## config.mk

```make
export PLATFORM = sky130hd
export DESIGN_NAME = sync_fifo_flex
export DESIGN_NICKNAME = d
export VERILOG_FILES = /design/src/rtl/sync_fifo_flex.sv
export SDC_FILE = /design/constraint.sdc
export NUM_CORES = 1
export LEC_CHECK = 0
export BUFFER_PORTS_ARGS = -buffer_cell sky130_fd_sc_hd__buf_2
export CAP_MARGIN = 20
export CORE_MARGIN = 5
export CORE_UTILIZATION = 40
export DETAILED_ROUTE_END_ITERATION = 6
export SLEW_MARGIN = 20
export SYNTH_ARGS = -nofsm -noshare
export SYNTH_HDL_FRONTEND = slang
export SYNTH_SLANG_ARGS = --single-unit
```

## constraint.sdc

```tcl
create_clock -name clk -period 2.6 [get_ports clk]
set_input_delay 0.39 -clock clk [delete_from_list [all_inputs] [get_ports clk]]
set_output_delay 0.39 -clock clk [all_outputs]
set_load 0.05 [all_outputs]
```

## src/rtl/sync_fifo_flex.sv

```systemverilog
// Single-clock parametrised FIFO with occupancy count, almost flags, sticky error flags and flush.
// Define SYNC_FIFO_FWFT_EN for first-word-fall-through; default is 1-cycle registered read latency.
module sync_fifo_flex #(
    parameter int WIDTH     = 8,
    parameter int DEPTH     = 8,
    parameter int AFULL_TH  = 6,
    parameter int AEMPTY_TH = 1
) (
    input  logic                     clk,
    input  logic                     rstn,
    input  logic                     flush,
    input  logic                     winc,
    input  logic [WIDTH-1:0]         wdata,
    input  logic                     rinc,
    output logic [WIDTH-1:0]         rdata,
    output logic                     wfull,
    output logic                     rempty,
    output logic                     walmost_full,
    output logic                     ralmost_empty,
    output logic [$clog2(DEPTH):0]   count,
    output logic                     overflow,
    output logic                     underflow
);

    localparam int AW = $clog2(DEPTH);

    localparam logic [AW:0] PTR_ONE  = (AW+1)'(1);
    localparam logic [AW:0] DEPTH_C  = (AW+1)'(DEPTH);
    localparam logic [AW:0] AFULL_C  = (AW+1)'(AFULL_TH);
    localparam logic [AW:0] AEMPTY_C = (AW+1)'(AEMPTY_TH);

    logic [WIDTH-1:0] mem [DEPTH];
    logic [AW:0]      waddr;
    logic [AW:0]      raddr;
    logic             wenc;
    logic             renc;

    assign wenc = winc & ~wfull;
    assign renc = rinc & ~rempty;

    assign walmost_full  = (count >= AFULL_C);
    assign ralmost_empty = (count <= AEMPTY_C);

    // Storage array is deliberately left unreset; only written entries are ever read.
    always_ff @(posedge clk) begin
        if (wenc && !flush) begin
            mem[waddr[AW-1:0]] <= wdata;
        end
    end

    always_ff @(posedge clk or negedge rstn) begin
        if (!rstn) begin
            count <= '0;
        end else if (flush) begin
            count <= '0;
        end else begin
            case ({wenc, renc})
                2'b10:   count <= count + PTR_ONE;
                2'b01:   count <= count - PTR_ONE;
                default: count <= count;
            endcase
        end
    end

    always_ff @(posedge clk or negedge rstn) begin
        if (!rstn) begin
            overflow  <= 1'b0;
            underflow <= 1'b0;
        end else if (flush) begin
            overflow  <= 1'b0;
            underflow <= 1'b0;
        end else begin
            if (winc && wfull) begin
                overflow <= 1'b1;
            end
            if (rinc && rempty) begin
                underflow <= 1'b1;
            end
        end
    end

`ifdef SYNC_FIFO_FWFT_EN
    // The output register holds the head word, so the array drains into it
    // whenever it is empty or being popped; count covers both.
    logic ovalid;
    logic ram_empty;
    logic load;

    assign ram_empty = (waddr == raddr);
    assign load      = ~ram_empty & (~ovalid | renc);
    assign wfull     = (count == DEPTH_C);
    assign rempty    = ~ovalid;

    always_ff @(posedge clk or negedge rstn) begin
        if (!rstn) begin
            waddr <= '0;
            raddr <= '0;
        end else if (flush) begin
            waddr <= '0;
            raddr <= '0;
        end else begin
            if (wenc) begin
                waddr <= waddr + PTR_ONE;
            end
            if (load) begin
                raddr <= raddr + PTR_ONE;
            end
        end
    end

    always_ff @(posedge clk or negedge rstn) begin
        if (!rstn) begin
            rdata  <= '0;
            ovalid <= 1'b0;
        end else if (flush) begin
            ovalid <= 1'b0;
        end else if (load) begin
            rdata  <= mem[raddr[AW-1:0]];
            ovalid <= 1'b1;
        end else if (renc) begin
            ovalid <= 1'b0;
        end
    end
`else
    // The extra wrap bit distinguishes full from empty when the indices match.
    assign wfull  = (waddr[AW] != raddr[AW]) && (waddr[AW-1:0] == raddr[AW-1:0]);
    assign rempty = (waddr == raddr);

    always_ff @(posedge clk or negedge rstn) begin
        if (!rstn) begin
            waddr <= '0;
            raddr <= '0;
        end else if (flush) begin
            waddr <= '0;
            raddr <= '0;
        end else begin
            if (wenc) begin
                waddr <= waddr + PTR_ONE;
            end
            if (renc) begin
                raddr <= raddr + PTR_ONE;
            end
        end
    end

    always_ff @(posedge clk or negedge rstn) begin
        if (!rstn) begin
            rdata <= '0;
        end else if (renc && !flush) begin
            rdata <= mem[raddr[AW-1:0]];
        end
    end
`endif

endmodule

```

### Yosys cells after proc, flatten, opt, wreduce, memory -nomap -nowiden

Memories as Yosys holds them, arrays and structs flattened. A register that Yosys moved wholly into a read port is not among the register bits.
Index checks and enable logic that the tools add are counted.

* div/mod/pow operators: 0
* $add $sub $neg: 4
* reductions and logical operators: 12
* multiplexer cells: 12
* $lt $le $gt $ge: 2
* equality and inequality tests: 5
* shift operators: 0
* multiply operators: 0
* bitwise gates (word level): 4

Operator list (number)
* $mux 4: 5
* $add 4x1->4 const B: 3
* $pmux 4 s2: 1
* $reduce_bool 2->1: 4
* $mux 1: 6
* $logic_and 1x1->1: 5
* $eq 4x4->1: 1
* $ge 4x3->1 const B: 1
* $le 4x1->1 const B: 1
* $sub 4x1->4 const B: 1
* $eq 3x3->1: 1
* $reduce_bool 3->1: 1
* $and 1x1->1: 2
* $eq 2x1->1 const B: 1
* $eq 2x2->1 const B: 1
* $logic_not 1->1: 2
* $not 1->1: 2
* $ne 1x1->1: 1

* memory bits (read-only): 0
* RAM bits: 64
* logic and storage cells: 45
* memories: 1
* register bits after elaboration: 14
* input port bits: 13
* latch bits: 0
* output and inout port bits: 18

Memory list
* mem: words 8, width 8, rd ports 1, clocked after memory_dff 1, wr ports 1, RTL line 32 `logic [WIDTH-1:0] mem [DEPTH];`

### Longest topological paths before layout

Gate-level depths: netlist (run 1).

* depth in word-level cells: 7
* gate-level depth with buffers: 8

### Worst setup path before layout (run 1)

No wires, ideal clock.

* path kind: flip-flop to output port
* start: register count[1]
* end: output ralmost_empty
* data arrival time: 2.050 ns
* setup slack: 0.160 ns
* data required time: 2.210 ns
* buffers on the path: 0
* cell stages (with the launch flop): 5
* cell sequence: dfrtp_1 > inv_1 > ha_1 > nor2_1 > nor3_1

* word-level cells in the longest chain between the ends: 1

RTL lines
* start, declared: RTL line 20 `output logic [$clog2(DEPTH):0] count,`
* start signal, assigned: RTL line 58 `2'b10: count <= count + PTR_ONE;`
* start signal, assigned: RTL line 59 `2'b01: count <= count - PTR_ONE;`
* start signal, assigned: RTL line 60 `default: count <= count;`
* $le 4x1->1: RTL line 42 `assign ralmost_empty = (count <= AEMPTY_C);`
* end, declared: RTL line 19 `output logic ralmost_empty,`

No other way between the ends.

### Worst setup path in the final report (run 1)

* start: register waddr[1]
* end: output wfull

* word-level cells in the longest chain between the ends: 2

RTL lines
* start, declared: RTL line 33 `logic [AW:0] waddr;`
* start signal, assigned: RTL line 138 `waddr <= waddr + PTR_ONE;`
* $eq 3x3->1: RTL line 126 `assign wfull = (waddr[AW] != raddr[AW]) && (waddr[AW-1:0] == raddr[AW-1:0]);`
* $logic_and 1x1->1: RTL line 126
* end, declared: RTL line 16 `output logic wfull,`

No other way between the ends.

==> metrics.md, run 1 <==
| Metric | Value |
|---|---|
| Routed WL per cell | `16.7 um` |
| Die width | `107 um` |
| Post-synth EDFFs | `64` |
| Port Buf Inserts | `30` |
| Post-synthesis sequential area ratio | `65.4%` |
| Maxcap violations | `0` |
| Initial drt markers | `90` |
| Clk Latency, worst-skew pair | `350 ps` |
| Slew Limit Fails | `0` |
| Unrepaired setup endpoints after global routing | `false` |
| CTS max path bufs | `2` |
| First-pass GRT wire length | `11.1 mm` |
| Pre-CTS setup slack | `363 ps` |
| Fin crit share | `87.1%` |
| Postcts setup bufs | `0` |
| Arr. time, crit path | `1870 ps` |
| Met2 WL post-DR | `3.16 mm` |
| Setup TNS | `0 ps` |
| Clock transition at path regs | `90 ps` |
| Mean Syn Cell Area | `16.7 sq um` |
| Setup WS post-layout | `336 ps` |
| Fin area | `4310 sq um` |
| Power per cell area | `827 nW/um^2` |
| Post-synth cell types | `45` |
| #FFs+latches synth | `86` |
| Main area contributors after synthesis | `edfxtp_1, dfrtp_1, mux4_2` |
| Ys flop type | `edfxtp_1` |
| H-tree depth | `3` |
| Largest stage delay, worst path | `450 ps` |
| Combinational fraction of design power | `27.5%` |
| Pin count of the biggest net entering global routing | `23` |
| Seq pwr share | `46.0%` |
| Vias per cell | `4.95` |
| FF/Latch Area | `2470 sq um` |
| Leading area contributor after synthesis | `edfxtp_1` |
| Clock Skews | `11.4 ps` |
| Warnings from Yosys | `0` |
| Metal3 WL | `268 um` |
| Cts repair resizes | `0` |
| Die Y | `107 um` |
| Number of global-route vias before repair | `2041` |
| Filler instances | `817` |
| Initial core utilization | `40.9%` |
| Met1 WL | `3.19 mm` |
| CP max FO | `4` |
| NetSw | `1210 uW` |
| Share of layout cells above drive strength 1 | `32.5%` |
| Vias post-DR | `1994` |
| Element type at the critical path end | `output pin` |
| IO Pins | `31` |
| Drt pass-1 iters | `4` |
| Num CTS Buffers | `9` |
| Startpoint Class | `flop` |
| Worst EP required | `2210 ps` |
| Fmax | `442 MHz` |
| Antenna violation net count after detailed routing | `0` |
| Post-Syn Nets | `246` |
| Core area | `9240 sq um` |
| # setup viols final | `0` |
| Num rows | `35` |
| Peak VDD IR | `0.353 mV` |
| Cell Area, Synth | `3780 sq um` |
| DRT Wirelength | `6.73 mm` |
| Total gr overflow | `0` |
| Internal Power | `2350 uW` |
| Headroom to the max-slew limit | `40.3%` |
| Diode count | `0` |
| Post-layout minimum cycle time | `2260 ps` |
| Crit path cell chain | `xor2_4, or3_4, nor2_1, buf_2` |
| Highest routed layer | `met4` |
| Pleak | `0.00159 uW` |
| DP HPWL | `4.47 mm` |
| Status | `finished with violations` |
| Top cell type's share of synthesized area | `50.8%` |
| Top delay family on crit path | `simple AND/OR/NAND/NOR gates` |
| Slowest cell on the critical path | `dfrtp_1` |
| Initial antenna violation count | `0` |
| CTS tree | `yes` |
| Total track usage | `13.0%` |
| Failing checks | `hold timing` |
| Die area | `11500 sq um` |
| Synth async-reset ratio | `25.6%` |
| DRC | `0` |
| Root cell of the clock tree | `clkbuf_8` |
| Fin Hold WS | `-2.48 ps` |
| Worst path bufs/invs | `1` |
| Clock Sinks | `86` |
| Sw Share | `33.9%` |
| Area after DPL | `4110 sq um` |
| Area occupied by multi-input gates | `1190 sq um` |
| Gp weighted congestion | `0.772` |
| Core Util, Final | `46.6%` |
| Slew of the pin with the lowest slew margin | `892 ps` |
| Hold_buf cts | `0` |
| Post-Syn Instances | `227` |
| CP Class | `reg2out` |
| Hold Path Class | `in2async` |
| Area delta synth->final | `13.9%` |
| Final Hold Viols | `2` |
| Nets | `288` |
| Clk pwr share | `26.4%` |
==> power by group through the flow <==
stage,combinational (uW),sequential (uW),clock (uW)
floorplan,538,1920,0
global placement,994,1670,0
detailed placement,995,1670,0
CTS,996,1640,976
global route,1060,1650,1040
finish,981,1640,941
==> final cells by class <==
class | instances | area share (%)
well taps | 129 | 3.75
inverters | 5 | 0.436
repair buffers | 45 | 6.10
multi-input cells | 122 | 27.7
clock buffers | 10 | 2.96
clock inverters | 6 | 1.66
flip-flops and latches | 86 | 57.4
==> synthesized netlist by cell type, types with 2 or more instances <==
library cell,instances
a21oi_1,3
a31oi_1,2
a32oi_1,2
and3b_1,2
buf_4,2
buf_6,3
clkbuf_1,5
dfrtp_1,22
edfxtp_1,64
ha_1,6
inv_1,5
mux2_1,2
mux2_2,2
mux2i_1,13
mux4_2,16
nand2_1,11
nand3_1,2
nor2_1,18
nor2b_1,2
nor3_1,4
nor3b_1,3
o21ai_0,7
o21ai_1,4
o41ai_4,2
xnor2_1,2
xor2_1,3
xor2_4,2
==> worst paths after layout <==
check,depth (start not counted),from,slack [ps],to
worst min-delay path,1,rstn,-2,overflow$_DFFE_PN0P_
max in group asynchronous,1,rstn,2250,rdata[5]$_DFFE_PN0P_
worst min register to register,2,rdata[5]$_DFFE_PN0P_,480,rdata[5]$_DFFE_PN0P_
min in group clk,1,wdata[7],310,mem[6][7]$_DFFE_PP_
worst max-delay path,4,waddr[1]$_DFFE_PN0P_,340,wfull
worst max register to register,5,waddr[1]$_DFFE_PN0P_,430,mem[7][4]$_DFFE_PP_
==> cell families after synthesis <==
kind of cell	Yosys count	share of synthesized area [%]
XOR/XNOR	9	3.47
AO/OA/AOI/OAI	22	4.67
adder cells (fa/ha/maj)	6	1.99
flip-flops	86	65.4
buffers and inverters	19	3.28
AND/OR/NAND/NOR	52	7.05
multiplexers	33	14.2
==> layout by cell type, fill, tap and decap left out, types with 2 or more instances in the layout <==
master,n
edfxtp_1,64
buf_2,30
dfrtp_1,22
nor2_1,18
mux4_2,16
buf_4,15
mux2i_1,13
nand2_1,11
clkbuf_8,9
o21ai_0,7
ha_1,6
inv_1,5
nor3_1,4
o21ai_1,4
nor3b_1,3
xor2_1,3
a21oi_1,3
xor2_4,2
o41ai_4,2
and3b_1,2
nor2b_1,2
a32oi_1,2
mux2_1,2
mux2_2,2
a31oi_1,2
xnor2_1,2
nand3_1,2
==> metrics by stage <==
step	hold slack (ps)	total power [uW]	instances
final	-2.48	3560	403
after CTS	4.65	3610	403
after detailed placement	396	2670	387
after global routing	31.7	3750	403
after global placement	383	2660	387
after floorplan	94.4	2460	227
==> metal layers <==
metal	up-vias	track usage, %
met5	-	0
met4	0	6.30
met3	7	2.71
met2	39	19.9
met1	1004	17.7
li1	944	-
==> sequential cells by signal, summed over array words and instances, names as in the netlist <==
register and flops:
mem 64, rdata 8, count 4, overflow 1, raddr 4, waddr 4, underflow 1
Power figures use the tool's default switching activity.
==> run 2: changes to the inputs <==
CORE_UTILIZATION = 47   (was 40)
PLACE_DENSITY = 0.65   (was not set)
==> run 2 against run 1 <==
The flow now finishes without violations. Worst hold slack better by 310 ps. Largest cell class unchanged. Cell area is 0.78% lower. Clock skew is 1.7 ps lower. Via count hardly changed. Sequential power hardly changed. Register-to-register slack worse by 50 ps. Critical endpoint unchanged. Total power is 0.71% lower. Utilization is 8.4 points higher. Sequential share of layout area is 0.45 points higher. Clock power is 3.4% lower.
==> metrics.md, run 2 (same netlist as run 1, synthesis figures left out) <==
| Metric | Value |
|---|---|
| Vias post-DR | `1995` |
| Total track usage | `14.3%` |
| Total gr overflow | `0` |
| Number of global-route vias before repair | `2005` |
| Power per cell area | `828 nW/um^2` |
| Post-layout minimum cycle time | `2340 ps` |
| Gp weighted congestion | `0.774` |
| Flop-to-flop setup slack | `380 ps` |
| Clock Sinks | `86` |
| Worst EP required | `2210 ps` |
| Arr. time, crit path | `1950 ps` |
| Reg-to-Reg End | `mem[7][3]$_DFFE_PP_` |
| Die width | `99.7 um` |
| Fin crit share | `90.2%` |
| Worst Hold End | `mem[3][5]$_DFFE_PP_` |
| Status | `complete, no violations` |
| Clock transition at path regs | `80 ps` |
| Setup WS post-layout | `256 ps` |
| Startpoint Class | `flop` |
| Max reg flops | `64` |
| Hold path depth | `1` |
| First-pass GRT wire length | `10.6 mm` |
| Nets | `289` |
| Pre-CTS setup slack | `381 ps` |
| Reg2reg path depth | `5` |
| Slew of the pin with the lowest slew margin | `798 ps` |
| CP max FO | `7` |
| Final Hold Viols | `0` |
| Num rows | `32` |
| Element type at the critical path end | `output pin` |
| Fin area | `4270 sq um` |
| Num CTS Buffers | `9` |
| Share of layout cells above drive strength 1 | `32.0%` |
| Vias per cell | `5.29` |
| Fin cells | `377` |
| Initial core utilization | `48.7%` |
| Placed instance count | `360` |
| Slew Limit Fails | `0` |
| DRT Wirelength | `6.64 mm` |
| CTS tree | `yes` |
| Headroom to the max-slew limit | `46.6%` |
| Root cell of the clock tree | `clkbuf_8` |
| Peak VDD IR | `0.430 mV` |
| Commonest non-fill, non-tap cell in the layout | `edfxtp_1` |
| Unrepaired setup endpoints after global routing | `false` |
| Pleak | `0.00158 uW` |
| Port Buf Inserts | `30` |
| Clk Latency, worst-skew pair | `350 ps` |
| Routed WL per cell | `17.6 um` |
| Pin count of the biggest net entering global routing | `23` |
| Maxcap violations | `0` |
| Clock Skews | `9.73 ps` |
| Fmax | `427 MHz` |
| Antenna violation net count after detailed routing | `0` |
| Most frequent cells in the layout | `edfxtp_1, buf_2, dfrtp_1, nor2_1, mux4_2` |
| Core Util, Final | `55.0%` |
| Setup TNS | `0 ps` |
| DP HPWL | `4.51 mm` |
| CP Class | `reg2out` |
| Drt pass-1 iters | `4` |
| H-tree depth | `3` |
| Initial drt markers | `96` |
| Die Y | `99.7 um` |
| FF-to-FF Start | `waddr[0]$_DFFE_PN0P_` |
| CTS max path bufs | `2` |
| Postcts setup bufs | `0` |
| Area after DPL | `4070 sq um` |
| IO Pins | `31` |
| Die area | `9940 sq um` |
| # setup viols final | `0` |
| Core area | `7770 sq um` |
| Hold Path Class | `in2reg` |
| Area delta synth->final | `13.0%` |
| DRC | `0` |
| Diode count | `0` |
| Min-delay src | `wdata[5]` |
| Initial antenna violation count | `0` |
## run 2: cell types whose count changed in the layout (fill, tap and decap cells not counted), sizes merged
cell	before	now
clkbuf	10	9
clkinvlp	1	2
dlygate4sd3	0	1
## run 2: metal layers
metal / GRT usage [%] / part of all wire (%) / vias up
met5: 0 / 0 / -
met4: 4.73 / 1.1 / 0
met3: 4.35 / 4.6 / 6
met2: 22.9 / 48 / 39
met1: 18.7 / 46 / 1006
li1: - / - / 944
## run 2: where the power goes
part	switching, uW	internal [uW]
Sequential	71.2	1570
Combinational	658	325
Clock	464	445
Total	1190	2340
## run 2: worst max path at each step
stage / slack [ps] / cells past startpoint / to / startpoint
floorplan: 160 / 4 / ralmost_empty / count[1]$_DFFE_PN0P_
global route: 170 / 5 / rempty / waddr[0]$_DFFE_PN0P_
detailed placement: 380 / 5 / mem[7][7]$_DFFE_PP_ / waddr[0]$_DFFE_PN0P_
finish: 260 / 4 / wfull / waddr[0]$_DFFE_PN0P_
global placement: 440 / 5 / mem[7][4]$_DFFE_PP_ / waddr[0]$_DFFE_PN0P_
CTS: 240 / 4 / wfull / waddr[0]$_DFFE_PN0P_
## run 2: area by class of cell
class / instances / area, sq um
clock buffers: 9 / 124
flip-flops and latches: 86 / 2470
clock inverters: 7 / 71.3
repair buffers: 46 / 273
inverters: 5 / 18.8
multi-input cells: 122 / 1180
fillers: 643 / 3500
well taps: 102 / 128
## run 2: per-stage QoR
step,power [uW],hold WS [ps]
after floorplan,2460,94.4
after global placement,2650,387
after detailed placement,2670,386
after CTS,3580,293
after global routing,3720,293
final,3540,310
## run 2: repair_timing
action | CTS | global route
resized for setup | 0 | 0
hold endpoints to repair | 16 | 0
hold buffers | 1 | 0
## run 2: worst max-delay path: stages (launching register included)
cell,delay [ps]
dfrtp_1,520
xor2_4,260
or3_4,420
nor2_1,120
buf_2,280
